==> config.mk <==
export PLATFORM = sky130hd
export DESIGN_NAME = uart_rx_sampler
export DESIGN_NICKNAME = d
export VERILOG_FILES = /design/src/rtl/uart_rx_sampler.sv
export SDC_FILE = /design/constraint.sdc
export NUM_CORES = 1
export LEC_CHECK = 0
export BUFFER_PORTS_ARGS = -buffer_cell sky130_fd_sc_hd__buf_2
export CAP_MARGIN = 5
export CORE_MARGIN = 2
export CORE_UTILIZATION = 61
export CTS_BUF_LIST = sky130_fd_sc_hd__clkbuf_4 sky130_fd_sc_hd__clkbuf_8 sky130_fd_sc_hd__clkbuf_16
export DETAILED_ROUTE_END_ITERATION = 16
export PLACE_DENSITY = 0.81
export SKIP_CTS_REPAIR_TIMING = 1
export SLEW_MARGIN = 30
export SYNTH_ARGS = -nofsm -noshare
export SYNTH_HDL_FRONTEND = slang
export SYNTH_SLANG_ARGS = --single-unit
==> constraint.sdc <==
create_clock -name sys_clk -period 3.15 [get_ports sys_clk]
set_clock_uncertainty 0.05 [all_clocks]
set_input_delay 0.4725 -clock sys_clk [delete_from_list [all_inputs] [get_ports sys_clk]]
set_output_delay 0.4725 -clock sys_clk [all_outputs]
set_load 0.005 [all_outputs]
==> src/rtl/uart_rx_sampler.sv <==
// 16x-oversampling UART receiver: 2-flop synchronizer, 7/8/9 majority vote, sticky status flags.
// Optional parity stage is compiled in with `define UART_RX_PARITY_EN.
module uart_rx_sampler #(
  parameter int DATA_BITS  = 8,
  parameter bit PARITY_ODD = 1'b0
) (
  input  logic       sys_clk,
  input  logic       sys_rst_n,
  input  logic       rx_clk_en,
  input  logic       rx,
  output logic [7:0] rx_data,
  output logic       rx_ready,
  input  logic       rx_ready_clear,
  output logic       frame_err,
  output logic       overrun,
  output logic       parity_err
);

  localparam logic [2:0] IDLE   = 3'd0;
  localparam logic [2:0] START  = 3'd1;
  localparam logic [2:0] DATA   = 3'd2;
  localparam logic [2:0] STOP   = 3'd4;
`ifdef UART_RX_PARITY_EN
  localparam logic [2:0] PARITY = 3'd3;
`endif

  localparam logic [2:0] LAST_BIT = 3'(DATA_BITS - 1);

  logic       rx_meta;
  logic       rx_s;
  logic [2:0] state;
  logic [3:0] cnt;
  logic [2:0] bit_idx;
  logic [7:0] shift_q;
  logic       s7;
  logic       s8;
  logic       armed;
  logic       vote;
  logic [7:0] data_word;
  logic       stop_tick;
  logic       set_ready;
  logic       set_fe;
  logic       set_ovr;
  logic       set_pe;

  // NOTE: synchronizer flops reset to the idle line level so reset release never looks like a start edge.
  always_ff @(posedge sys_clk or negedge sys_rst_n) begin
    if (!sys_rst_n) begin
      rx_meta <= 1'b1;
      rx_s    <= 1'b1;
    end else begin
      rx_meta <= rx;
      rx_s    <= rx_meta;
    end
  end

  assign vote = (s7 & s8) | (s7 & rx_s) | (s8 & rx_s);

  // Bits arrive LSB first and are shifted in from the top, so short words sit in the upper bits.
  assign data_word = shift_q >> (8 - DATA_BITS);

  // NOTE: sequential state uses non-blocking assignments so every flop samples pre-edge values.
  always_ff @(posedge sys_clk or negedge sys_rst_n) begin
    if (!sys_rst_n) begin
      state   <= IDLE;
      cnt     <= 4'd0;
      bit_idx <= 3'd0;
      shift_q <= 8'd0;
      s7      <= 1'b1;
      s8      <= 1'b1;
      armed   <= 1'b1;
    end else if (rx_clk_en) begin
      cnt <= cnt + 4'd1;
      if (cnt == 4'd7) s7 <= rx_s;
      if (cnt == 4'd8) s8 <= rx_s;
      case (state)
        IDLE: begin
          if (rx_s) begin
            armed <= 1'b1;
          end else if (armed) begin
            state <= START;
            cnt   <= 4'd0;
          end
        end
        START: begin
          if (cnt == 4'd9 && vote) begin
            state <= IDLE;
          end else if (cnt == 4'd15) begin
            state   <= DATA;
            bit_idx <= 3'd0;
          end
        end
        DATA: begin
          if (cnt == 4'd9) shift_q <= {vote, shift_q[7:1]};
          if (cnt == 4'd15) begin
            if (bit_idx == LAST_BIT) begin
`ifdef UART_RX_PARITY_EN
              state <= PARITY;
`else
              state <= STOP;
`endif
            end else begin
              bit_idx <= bit_idx + 3'd1;
            end
          end
        end
`ifdef UART_RX_PARITY_EN
        PARITY: begin
          if (cnt == 4'd15) state <= STOP;
        end
`endif
        STOP: begin
          // Leave at mid stop bit to give half a bit of slack before the next start edge.
          if (cnt == 4'd9) begin
            state <= IDLE;
            if (!vote) armed <= 1'b0;
          end
        end
        default: state <= IDLE;
      endcase
    end
  end

  assign stop_tick = rx_clk_en && (state == STOP) && (cnt == 4'd9);
  assign set_ready = stop_tick & vote;
  assign set_fe    = stop_tick & ~vote;
  assign set_ovr   = set_ready & rx_ready;

`ifdef UART_RX_PARITY_EN
  logic parity_bad;

  always_ff @(posedge sys_clk or negedge sys_rst_n) begin
    if (!sys_rst_n) begin
      parity_bad <= 1'b0;
    end else if (rx_clk_en && state == PARITY && cnt == 4'd9) begin
      parity_bad <= vote ^ (^data_word) ^ PARITY_ODD;
    end
  end

  assign set_pe = set_ready & parity_bad;

  always_ff @(posedge sys_clk or negedge sys_rst_n) begin
    if (!sys_rst_n) parity_err <= 1'b0;
    else            parity_err <= set_pe | (parity_err & ~rx_ready_clear);
  end
`else
  logic unused_parity_odd;
  assign unused_parity_odd = PARITY_ODD;
  assign set_pe            = 1'b0;
  assign parity_err        = set_pe;
`endif

  // A set event wins over a coincident clear for its own flag only.
  always_ff @(posedge sys_clk or negedge sys_rst_n) begin
    if (!sys_rst_n) begin
      rx_data   <= 8'd0;
      rx_ready  <= 1'b0;
      frame_err <= 1'b0;
      overrun   <= 1'b0;
    end else begin
      if (set_ready) rx_data <= data_word;
      rx_ready  <= set_ready | (rx_ready  & ~rx_ready_clear);
      frame_err <= set_fe    | (frame_err & ~rx_ready_clear);
      overrun   <= set_ovr   | (overrun   & ~rx_ready_clear);
    end
  end

endmodule

==> results of run 1 <==
[cells in the mapped netlist]
master | n | share of area (%)
buf_4 | 2 | 0.96
ha_1 | 5 | 4.0
conb_1 | 1 | 0.24
inv_1 | 8 | 1.9
a22o_1 | 2 | 1.1
o22ai_1 | 4 | 1.6
nor2_1 | 2 | 0.48
nand2b_1 | 2 | 0.80
nor4_1 | 1 | 0.40
nand3_2 | 1 | 0.64
maj3_1 | 1 | 0.64
nor3b_2 | 1 | 0.80
nand4_1 | 1 | 0.40
clkbuf_1 | 1 | 0.24
dfrtp_1 | 29 | 46
nor4b_1 | 1 | 0.56
nand4b_1 | 1 | 0.56
o211ai_1 | 1 | 0.48
a21o_1 | 2 | 0.96
a21oi_1 | 4 | 1.3
and4_1 | 1 | 0.56
and3_4 | 1 | 0.72
nand3_4 | 1 | 1.1
nand2_1 | 4 | 0.96
o21ai_0 | 6 | 1.9
nand3_1 | 2 | 0.64
a221o_1 | 1 | 0.64
mux2_2 | 21 | 15
o311ai_2 | 1 | 1.0
dfstp_2 | 5 | 8.4
nor3_2 | 1 | 0.64
nor3b_1 | 1 | 0.48
buf_6 | 1 | 0.72
a31oi_1 | 1 | 0.40
nor3_1 | 3 | 0.96
or2_2 | 1 | 0.40
a211oi_1 | 1 | 0.48
and3b_1 | 1 | 0.56
[power breakdown]
group	leakage, uW	total (uW)	internal (uW)	switching, uW
clock network	0.0000450	313	164	148
logic	0.000370	209	93.0	116
registers	0.000443	542	485	57.4
total	0.000858	1060	742	322
[how the worst max path moves through the flow]
stage	from	end	slack, ns	depth (start not counted)
after CTS	bit_idx[0]$_DFFE_PN0P_	state[2]$_DFFE_PN0P_	1.27	6
final	cnt[1]$_DFFE_PN0P_	rx_data[0]$_DFFE_PN0P_	1.27	6
after global routing	cnt[1]$_DFFE_PN0P_	rx_data[0]$_DFFE_PN0P_	1.16	6
after floorplan	cnt[0]$_DFFE_PN0P_	state[2]$_DFFE_PN0P_	1.42	5
after detailed placement	bit_idx[0]$_DFFE_PN0P_	state[2]$_DFFE_PN0P_	1.29	6
after global placement	cnt[0]$_DFFE_PN0P_	state[2]$_DFFE_PN0P_	1.36	4
[metrics by stage]
step | cells | area (um2)
after floorplan | 123 | 1570
after global placement | 164 | 1650
after detailed placement | 164 | 1650
after CTS | 172 | 1730
after global routing | 172 | 1730
final | 172 | 1730
[metal layers]
layer | vias to the layer above | track usage, % | routed length, um
met2 | 22 | 35.7 | 1360
met1 | 515 | 26.3 | 1180
li1 | 477 | - | -
met3 | 7 | 5.74 | 114
met5 | - | 0 | 0
met4 | 0 | 13.3 | 46
[sequential cells by signal (all words and copies together) (netlist names)]
name	count
rx_data	8
frame_err	1
state	3
data_word	8
rx_meta	1
bit_idx	3
s8	1
armed	1
overrun	1
cnt	4
s7	1
rx_ready	1
rx_s	1
[logic make-up after synthesis]
logic type | Yosys count | share of synthesized area (%)
buffers and inverters | 12 | 3.83
AND/OR/NAND/NOR | 26 | 11.7
multiplexers | 21 | 15.1
AO/OA/AOI/OAI | 23 | 9.90
flip-flops | 34 | 54.7
adder cells (fa/ha/maj) | 6 | 4.63
other | 1 | 0.239
[worst register-to-register path: cells and delay by family, from the launching register on]
kind	cells	cell delay, ns
AND/OR/NAND/NOR	3	0.71
flip-flops	1	0.42
multiplexers	1	0.34
adder cells (fa/ha/maj)	1	0.15
buffers and inverters	1	0.11
[final cells by class]
cell class / instances / share of cell area, %
sequential: 34 / 49.6
multi-input combinational: 77 / 37.7
timing repair buffer: 15 / 4.34
clock inverter: 3 / 2.32
clock buffer: 5 / 2.17
tap: 30 / 2.17
inverter: 8 / 1.74
==> implementation parameters, run 1 <==
Parameter                              Value

Synthesis
  Syn avg cell area    12.7 um2
  Synth cell types    38
  Post-synthesis instance area    1570 um2
  Yosys reg bits    34
  Count of yosys warnings during synthesis    0
  Net count of the mapped netlist    133
  Proportion of synthesized chip area in sequential cells    54.7%
  Syn Inst Count    123

Cells and area
  Most frequent cells in the layout    dfrtp_1 (29), mux2_2 (21), buf_2 (15)
  Total number of nets in the final design    151
  Fraction of the core area covered by cells at the end of the flow    70.4%
  Storage cell area    857 um2
  Proportion of layout cells with a drive suffix above 1    39.4%
  Area delta synth->final    10.2%
  Number of antenna diodes    0
  Fillers    172
  Most frequent standard cell in the layout excluding fill and tap cells    dfrtp_1
  Area taken by multi-input logic gates    651 um2

Floorplan
  Cell Rows    18
  Starting density of the core    63.9%
  Die area    2990 um2
  Vertical die dimension    54.7 um
  Die extent in x    54.7 um
  Placeable Area    2450 um2
  Top-level I/O count    17

Outcome
  Run status    finished clean

Clock network
  CTS Buf Count    5
  CTS tree    built
  Clk sinks    34
  CTS HTree Levels    2
  Register clock-pin slew on the reported worst setup and hold paths    0.10 ns
  Clock latency reported for the late side of the worst-skew pair    0.35 ns
  CTS Buffer Depth    2
  Clock root buffer master    clkbuf_4

Setup path
  Crit Path Max Fanout    10
  Count of buffering cells on the critical path with inverters included    1
  Startpoint of the lowest-slack register-to-register path    cnt[1]$_DFFE_PN0P_
  CP Data Arrival Time    2.07 ns
  Depth of the worst register-to-register path    6
  Reg2Reg Setup Slack    1.27 ns
  Kind of launch point of the worst setup path    flop
  Worst setup path category    flop to flop
  Slowest-stage cell, CP    dfrtp_1
  Critical path's top delay family    simple AND/OR/NAND/NOR gates
  Worst R2R End    rx_data[0]$_DFFE_PN0P_
  Slowest Stage Delay on Critical Path    0.42 ns
  Worst-path cell chain    inv_1, ha_1, and3b_1, and3_4, nand3_4, mux2_2
  Element type at the critical path end    flop
  Required time of the critical path    3.34 ns

Placed design
  Placed wire-length estimate after detailed placement    1.94 mm
  Routability congestion estimate from global placement    0.827
  IO buf count    15
  Placement-stage worst setup slack    1.29 ns

STA
  PnR worst setup slack    1.27 ns
  Unrepaired setup endpoints after global routing    no
  Number of failing setup endpoints in the final timing report    0
  Post-Route Setup TNS    0 ns
  Max Freq    531 MHz
  Total count of max-transition violations in the final report    0
  Final hold viol count    0
  Worst hold margin    0.112 ns
  Final critical path time including I/O delays and setup    1.88 ns
  Final critical-path share of the clock period    59.8%
  Least-Margin Pin Slew    0.709 ns
  Slew HR    52.8%

Worst hold path
  Worst Hold Class    input pin to async pin

Power
  Leakage    0.000858 uW
  Power density over the cells    616 nW/um2
  Worst vdd rail ir drop    0.000491 V
  Total Power    1060 uW

Detailed routing
  DR vias    1021
  First-pass iteration count of the detailed router    4
  Post-detailed-route via-to-cell ratio    5.94
  Wire length reported by the detailed router    2.70 mm
  Number of DRC markers after the initial detailed-route iteration    21
  Post-DRT Antenna Nets    0
  Drc violations    0
  Wire length per cell after detailed routing    15.7 um

Global route
  Total global routing overflow    0
  First-pass GRT wire length    4.55 mm
  Number of global-route vias before repair    1011
  Maximum number of pins on one net before global-route repair    35
  Number of antenna violations at the first check in global routing    0
  Aggregate global-route resource usage    22.1%

Run
  Max Cap Viol    0
No activity file was read; power rests on OpenSTA's default activity.
==> inputs of run 2 (changes only) <==
--- a/config.mk
+++ b/config.mk
@@ -8,10 +8,10 @@
 export BUFFER_PORTS_ARGS = -buffer_cell sky130_fd_sc_hd__buf_2
 export CAP_MARGIN = 5
 export CORE_MARGIN = 2
-export CORE_UTILIZATION = 61
+export CORE_UTILIZATION = 51
 export CTS_BUF_LIST = sky130_fd_sc_hd__clkbuf_4 sky130_fd_sc_hd__clkbuf_8 sky130_fd_sc_hd__clkbuf_16
 export DETAILED_ROUTE_END_ITERATION = 16
-export PLACE_DENSITY = 0.81
+export PLACE_DENSITY = 0.73
 export SKIP_CTS_REPAIR_TIMING = 1
 export SLEW_MARGIN = 30
 export SYNTH_ARGS = -nofsm -noshare
==> constraint.sdc (replaced) <==
create_clock -name sys_clk -period 1.6 [get_ports sys_clk]
set_clock_uncertainty 0.05 [all_clocks]
set_input_delay 0.24 -clock sys_clk [delete_from_list [all_inputs] [get_ports sys_clk]]
set_output_delay 0.24 -clock sys_clk [all_outputs]
set_load 0.005 [all_outputs]
==> implementation parameters, run 2 (same netlist as run 1, synthesis figures left out) <==
Parameter                              Value

Setup path
  Crit Path Max Fanout    5 (-5)
  Slowest Stage Delay on Critical Path    0.41 ns (about the same)
  Depth of the critical timing path with buffers and inverters included    5 (-1)
  Worst R2R End    state[2]$_DFFE_PN0P_
  Crit path from    cnt[0]$_DFFE_PN0P_
  Element type at the critical path end    flop
  Startpoint of the lowest-slack register-to-register path    cnt[0]$_DFFE_PN0P_
  Worst-path cell chain    ha_2, and3b_2, buf_6, o311ai_4, mux2_4
  Critical path's top delay family    flip-flops
  Crit path capture    state[2]$_DFFE_PN0P_
  Kind of launch point of the worst setup path    flop
  Count of buffering cells on the critical path with inverters included    1 (unchanged)
  Required time of the critical path    1.79 ns (-1.55 ns)
  CP Data Arrival Time    1.91 ns (-0.16 ns)
  Worst setup path category    flop to flop
  Depth of the worst register-to-register path    5 (-1)
  Reg2Reg Setup Slack    -0.12 ns (-1.39 ns)
  Slowest-stage cell, CP    dfrtp_1

Worst hold path
  Worst Hold Class    input pin to flop

Clock network
  CTS Buffer Depth    2 (unchanged)
  CTS Buf Count    5 (unchanged)
  Clock latency reported for the late side of the worst-skew pair    0.35 ns (about the same)
  Clk sinks    34 (unchanged)
  CTS tree    built
  CTS HTree Levels    2 (unchanged)
  Register clock-pin slew on the reported worst setup and hold paths    0.11 ns (about the same)
  Clock root buffer master    clkbuf_4

Placed design
  IO buf count    15 (unchanged)
  Area after DPL    1860 um2 (+12%)
  Placement-stage worst setup slack    -0.134 ns (-1.42 ns)
  Routability congestion estimate from global placement    0.797 (-3.7%)
  Placed wire-length estimate after detailed placement    2.17 mm (+12%)

Floorplan
  Starting density of the core    52.6% (-11 points)
  Vertical die dimension    59.4 um (+8.7%)
  Die area    3530 um2 (+18%)
  Cell Rows    20 (+2)
  Die extent in x    59.4 um (+8.7%)
  Placeable Area    2980 um2 (+21%)
  Top-level I/O count    17 (unchanged)

Run
  Max Cap Viol    0 (unchanged)

Cells and area
  Proportion of layout cells with a drive suffix above 1    57.4% (+18 points)
  Fillers    229 (+33%)
  Fraction of the core area covered by cells at the end of the flow    69.5% (-0.85 points)
  Total number of nets in the final design    178 (+18%)
  Number of antenna diodes    0 (unchanged)
  Finished layout cell area    2070 um2 (+20%)
  Most frequent cells in the layout    dfrtp_1 (29), buf_4 (22), buf_2 (15)
  Most frequent standard cell in the layout excluding fill and tap cells    dfrtp_1
  Area delta synth->final    32.1%

STA
  Max Freq    581 MHz (+9.5%)
  PnR worst setup slack    -0.120 ns (-1.39 ns)
  Total count of max-transition violations in the final report    0 (unchanged)
  Final critical-path share of the clock period    108% (+48 points)
  Unrepaired setup endpoints after global routing    yes
  Final critical path time including I/O delays and setup    1.72 ns (-0.164 ns)
  Final hold viol count    0 (unchanged)
  Number of failing setup endpoints in the final timing report    19 (+19)
  Post-Route Setup TNS    -1.24 ns (-1.24 ns)

Power
  Worst vdd rail ir drop    0.000621 V (+27%)
  Power density over the cells    1120 nW/um2 (+82%)
  Leakage    0.00102 uW (+18%)

Global route
  First-pass GRT wire length    5.05 mm (+11%)
  Number of antenna violations at the first check in global routing    0 (unchanged)
  Number of global-route vias before repair    1220 (+21%)
  Total global routing overflow    0 (unchanged)
  Aggregate global-route resource usage    19.9% (-2.2 points)
  Maximum number of pins on one net before global-route repair    35 (unchanged)

Detailed routing
  First-pass iteration count of the detailed router    4 (unchanged)
  DR vias    1157 (+13%)
  Wire length reported by the detailed router    3.49 mm (+29%)
  Post-DRT Antenna Nets    0 (unchanged)
  Number of DRC markers after the initial detailed-route iteration    32 (+52%)
  Wire length per cell after detailed routing    17.3 um (+10%)
  Post-detailed-route via-to-cell ratio    5.73 (-3.5%)
  Drc violations    0 (unchanged)

Outcome
  Run status    complete, but fails checks
  Failing checks    setup timing
-- run 2: worst min path at each step --
stage	startpoint	to	slack [ns]	cells past startpoint
global route	rx_ready_clear	frame_err$_DFF_PN0_	0.07	2
detailed placement	sys_rst_n	rx_data[1]$_DFFE_PN0P_	0.24	2
finish	rx_ready_clear	overrun$_DFF_PN0_	0.06	2
global placement	sys_rst_n	rx_data[0]$_DFFE_PN0P_	0.23	2
floorplan	sys_rst_n	bit_idx[0]$_DFFE_PN0P_	-0.11	0
CTS	sys_rst_n	rx_ready$_DFF_PN0_	-0.13	2
-- run 2: power by group --
group | leakage (uW) | switching (uW) | internal [uW]
combinational | 0.000538 | 386 | 390
sequential | 0.000443 | 79.7 | 955
clock | 0.0000343 | 304 | 211
-- run 2: area by class of cell --
class | instances | area (um2) | share of cell area [%]
multi-input cells | 78 | 796 | 38.4
inverters | 8 | 30.0 | 1.45
clock buffers | 6 | 51.3 | 2.48
repair buffers | 41 | 283 | 13.7
well taps | 33 | 41.3 | 1.99
flip-flops and latches | 34 | 857 | 41.4
clock inverters | 2 | 12.5 | 0.604
-- run 2: per-layer routing --
metal / vias to the layer above / routed length, um / global-route usage [%]
met5: - / 0 / 0
met4: 0 / 48 / 8.12
met3: 4 / 135 / 5.90
met2: 32 / 1970 / 38.6
met1: 583 / 1330 / 19.0
li1: 538 / - / -
-- run 2: worst reg2reg max path: cells and delay by family, from the launching register on --
kind	cells	cell delay (ns)
AOI/OAI and AO/OA	1	0.28
buffers and inverters	1	0.14
muxes	1	0.33
and+or+nand+nor	1	0.22
DFF	1	0.41
adders and majority gates	1	0.18
-- run 2: through the flow --
step,std cells,hold slack (ns),power [uW]
after detailed placement,188,0.242,1670
after floorplan,123,-0.106,1410
after global routing,202,0.0701,2440
after CTS,196,-0.133,2170
final,202,0.0648,2330
after global placement,188,0.233,1630
==> inputs of run 3 (changes only) <==
--- a/config.mk
+++ b/config.mk
@@ -8,10 +8,10 @@
 export BUFFER_PORTS_ARGS = -buffer_cell sky130_fd_sc_hd__buf_2
 export CAP_MARGIN = 5
 export CORE_MARGIN = 2
-export CORE_UTILIZATION = 51
-export CTS_BUF_LIST = sky130_fd_sc_hd__clkbuf_4 sky130_fd_sc_hd__clkbuf_8 sky130_fd_sc_hd__clkbuf_16
+export CORE_UTILIZATION = 54
+export CTS_BUF_LIST = sky130_fd_sc_hd__clkbuf_8
 export DETAILED_ROUTE_END_ITERATION = 16
-export PLACE_DENSITY = 0.73
+export PLACE_DENSITY = 0.76
 export SKIP_CTS_REPAIR_TIMING = 1
 export SLEW_MARGIN = 30
 export SYNTH_ARGS = -nofsm -noshare
==> implementation parameters, run 3 (same netlist as run 1, synthesis figures left out) <==
Parameter                              Value

Cells and area
  Most frequent cells in the layout    dfrtp_1 (28), buf_4 (22), buf_2 (15)
  Fillers    166 (-28%)
  Total number of nets in the final design    178 (unchanged)
  Proportion of layout cells with a drive suffix above 1    58.0% (+0.59 points)
  Area delta synth->final    39.3%
  Most frequent standard cell in the layout excluding fill and tap cells    dfrtp_1
  Number of antenna diodes    0 (unchanged)

Detailed routing
  Wire length reported by the detailed router    3.64 mm (+4.4%)
  Drc violations    0 (unchanged)
  DR vias    1187 (+2.6%)
  Post-detailed-route via-to-cell ratio    5.94 (+3.6%)
  First-pass iteration count of the detailed router    4 (unchanged)
  Number of DRC markers after the initial detailed-route iteration    45 (+41%)
  Post-DRT Antenna Nets    0 (unchanged)
  Wire length per cell after detailed routing    18.2 um (+5.5%)

Global route
  Maximum number of pins on one net before global-route repair    19 (-46%)
  Number of global-route vias before repair    1097 (-10%)
  Number of antenna violations at the first check in global routing    0 (unchanged)
  Met1 demand-to-capacity share in global routing    26.1% (+7.1 points)
  First-pass GRT wire length    5.00 mm (-0.95%)
  Grt met3 use    5.58% (-0.31 points)
  Layer carrying the most global-route usage    met2
  Met2 track utilization from global routing    32.5% (-6.2 points)
  Total global routing overflow    0 (unchanged)
  Aggregate global-route resource usage    20.5% (+0.61 points)

Power
  Power density over the cells    1250 nW/um2 (+11%)
  Leakage    0.00105 uW (+3.4%)
  Total Power    2720 uW (+17%)
  Worst vdd rail ir drop    0.00119 V (+92%)

Clock network
  CTS Buffer Depth    2 (unchanged)
  CTS HTree Levels    2 (unchanged)
  Register clock-pin slew on the reported worst setup and hold paths    0.07 ns (-0.04 ns)
  CTS tree    built
  CTS Buf Count    5 (unchanged)
  Clk sinks    34 (unchanged)
  Clock latency reported for the late side of the worst-skew pair    0.29 ns (-0.06 ns)
  Clock root buffer master    clkbuf_8

STA
  Number of failing setup endpoints in the final timing report    20 (+1)
  Max Freq    577 MHz (-0.81%)
  Unrepaired setup endpoints after global routing    yes
  Final hold viol count    0 (unchanged)
  Final critical path time including I/O delays and setup    1.73 ns (+0.0141 ns)
  Total count of max-transition violations in the final report    0 (unchanged)
  PnR worst setup slack    -0.135 ns (-0.0141 ns)
  Final critical-path share of the clock period    108% (+0.88 points)

Placed design
  IO buf count    15 (unchanged)
  Placed wire-length estimate after detailed placement    2.24 mm (+3.3%)
  Placement-stage worst setup slack    -0.110 ns (+0.0241 ns)
  Routability congestion estimate from global placement    0.887 (+11%)

Worst hold path
  Startpoint of the worst hold path    rx_ready_clear
  Worst Hold Class    input pin to flop

Floorplan
  Starting density of the core    56.9% (+4.2 points)
  Top-level I/O count    17 (unchanged)
  Die extent in x    57.9 um (-2.6%)
  Cell Rows    19 (-5.0%)
  Vertical die dimension    57.9 um (-2.6%)
  Placeable Area    2760 um2 (-7.4%)
  Die area    3350 um2 (-5.2%)

Outcome
  Run status    complete, but fails checks
  Failing checks    setup timing

Setup path
  Worst setup path category    flop to flop
  Required time of the critical path    1.73 ns (-0.06 ns)
  Element type at the critical path end    flop
  Crit path from    cnt[1]$_DFFE_PN0P_
  Depth of the worst register-to-register path    6 (+1)
  Reg2Reg Setup Slack    -0.13 ns (about the same)
  Crit Path Max Fanout    5 (unchanged)
  Startpoint of the lowest-slack register-to-register path    cnt[1]$_DFFE_PN0P_
  Kind of launch point of the worst setup path    flop
  Worst R2R End    state[2]$_DFFE_PN0P_
  CP Data Arrival Time    1.86 ns (-0.05 ns)
  Crit path capture    state[2]$_DFFE_PN0P_

Run
  Max Cap Viol    0 (unchanged)
==> run 3: changes by cell type in the layout (fill, tap and decap cells not counted), sizes merged <==
cell | previous run | this run
clkinv | 1 | 0
inv | 8 | 9
clkinvlp | 1 | 0
bufinv | 0 | 1
==> run 3: critical path, cell delays in order, from the launching register on <==
cell and delay (ns):
dfrtp_1 0.40, inv_2 0.07, ha_4 0.15, and3b_2 0.22, buf_6 0.14, o311ai_4 0.27, mux2_4 0.33
==> run 3: where the power goes <==
group          switching, uW  internal (uW)
Combinational            422            421
Clock                    306            501
Sequential               115            959
Total                    843           1880
==> run 3: worst min-delay path by stage <==
stage | to | slack [ns] | cells past startpoint
6_report | rx_ready$_DFF_PN0_ | 0.12 | 2
5_1_grt | frame_err$_DFF_PN0_ | 0.14 | 2
4_1_cts | data_word[2]$_DFFE_PN0P_ | -0.16 | 1
3_5_place_dp | state[1]$_DFFE_PN0P_ | 0.15 | 1
3_3_place_gp | state[1]$_DFFE_PN0P_ | 0.14 | 1
2_1_floorplan | bit_idx[0]$_DFFE_PN0P_ | -0.11 | 0
==> run 3: layout make-up <==
cell class,count,area (um2),share of cell area (%)
clock buffer,6,82.6,3.78
clock inverter,2,33.8,1.55
timing repair buffer,41,292,13.3
inverter,8,30.0,1.37
sequential,34,858,39.3
multi-input combinational,78,850,38.9
tap,31,38.8,1.78
==> run 3: through the flow <==
step	instances	area [um2]	setup TNS [ns]	hold slack [ns]	util, %
3_5_place_dp	186	1870	-1.68	0.147	67.6
2_1_floorplan	123	1610	-0.672	-0.106	-
4_1_cts	194	1980	-2.09	-0.157	71.9
3_3_place_gp	186	1870	-0.727	0.145	67.6
6_report	200	2180	-1.59	0.124	79.2
5_1_grt	200	2180	-2.31	0.138	79.2
==> run 3: routing by layer <==
| metal | routed length [um] | share of wire, % |
|---|---|---|
| met5 | 0 | 0 |
| met4 | 102 | 2.8 |
| met3 | 206 | 5.7 |
| met2 | 1740 | 48 |
| met1 | 1590 | 44 |
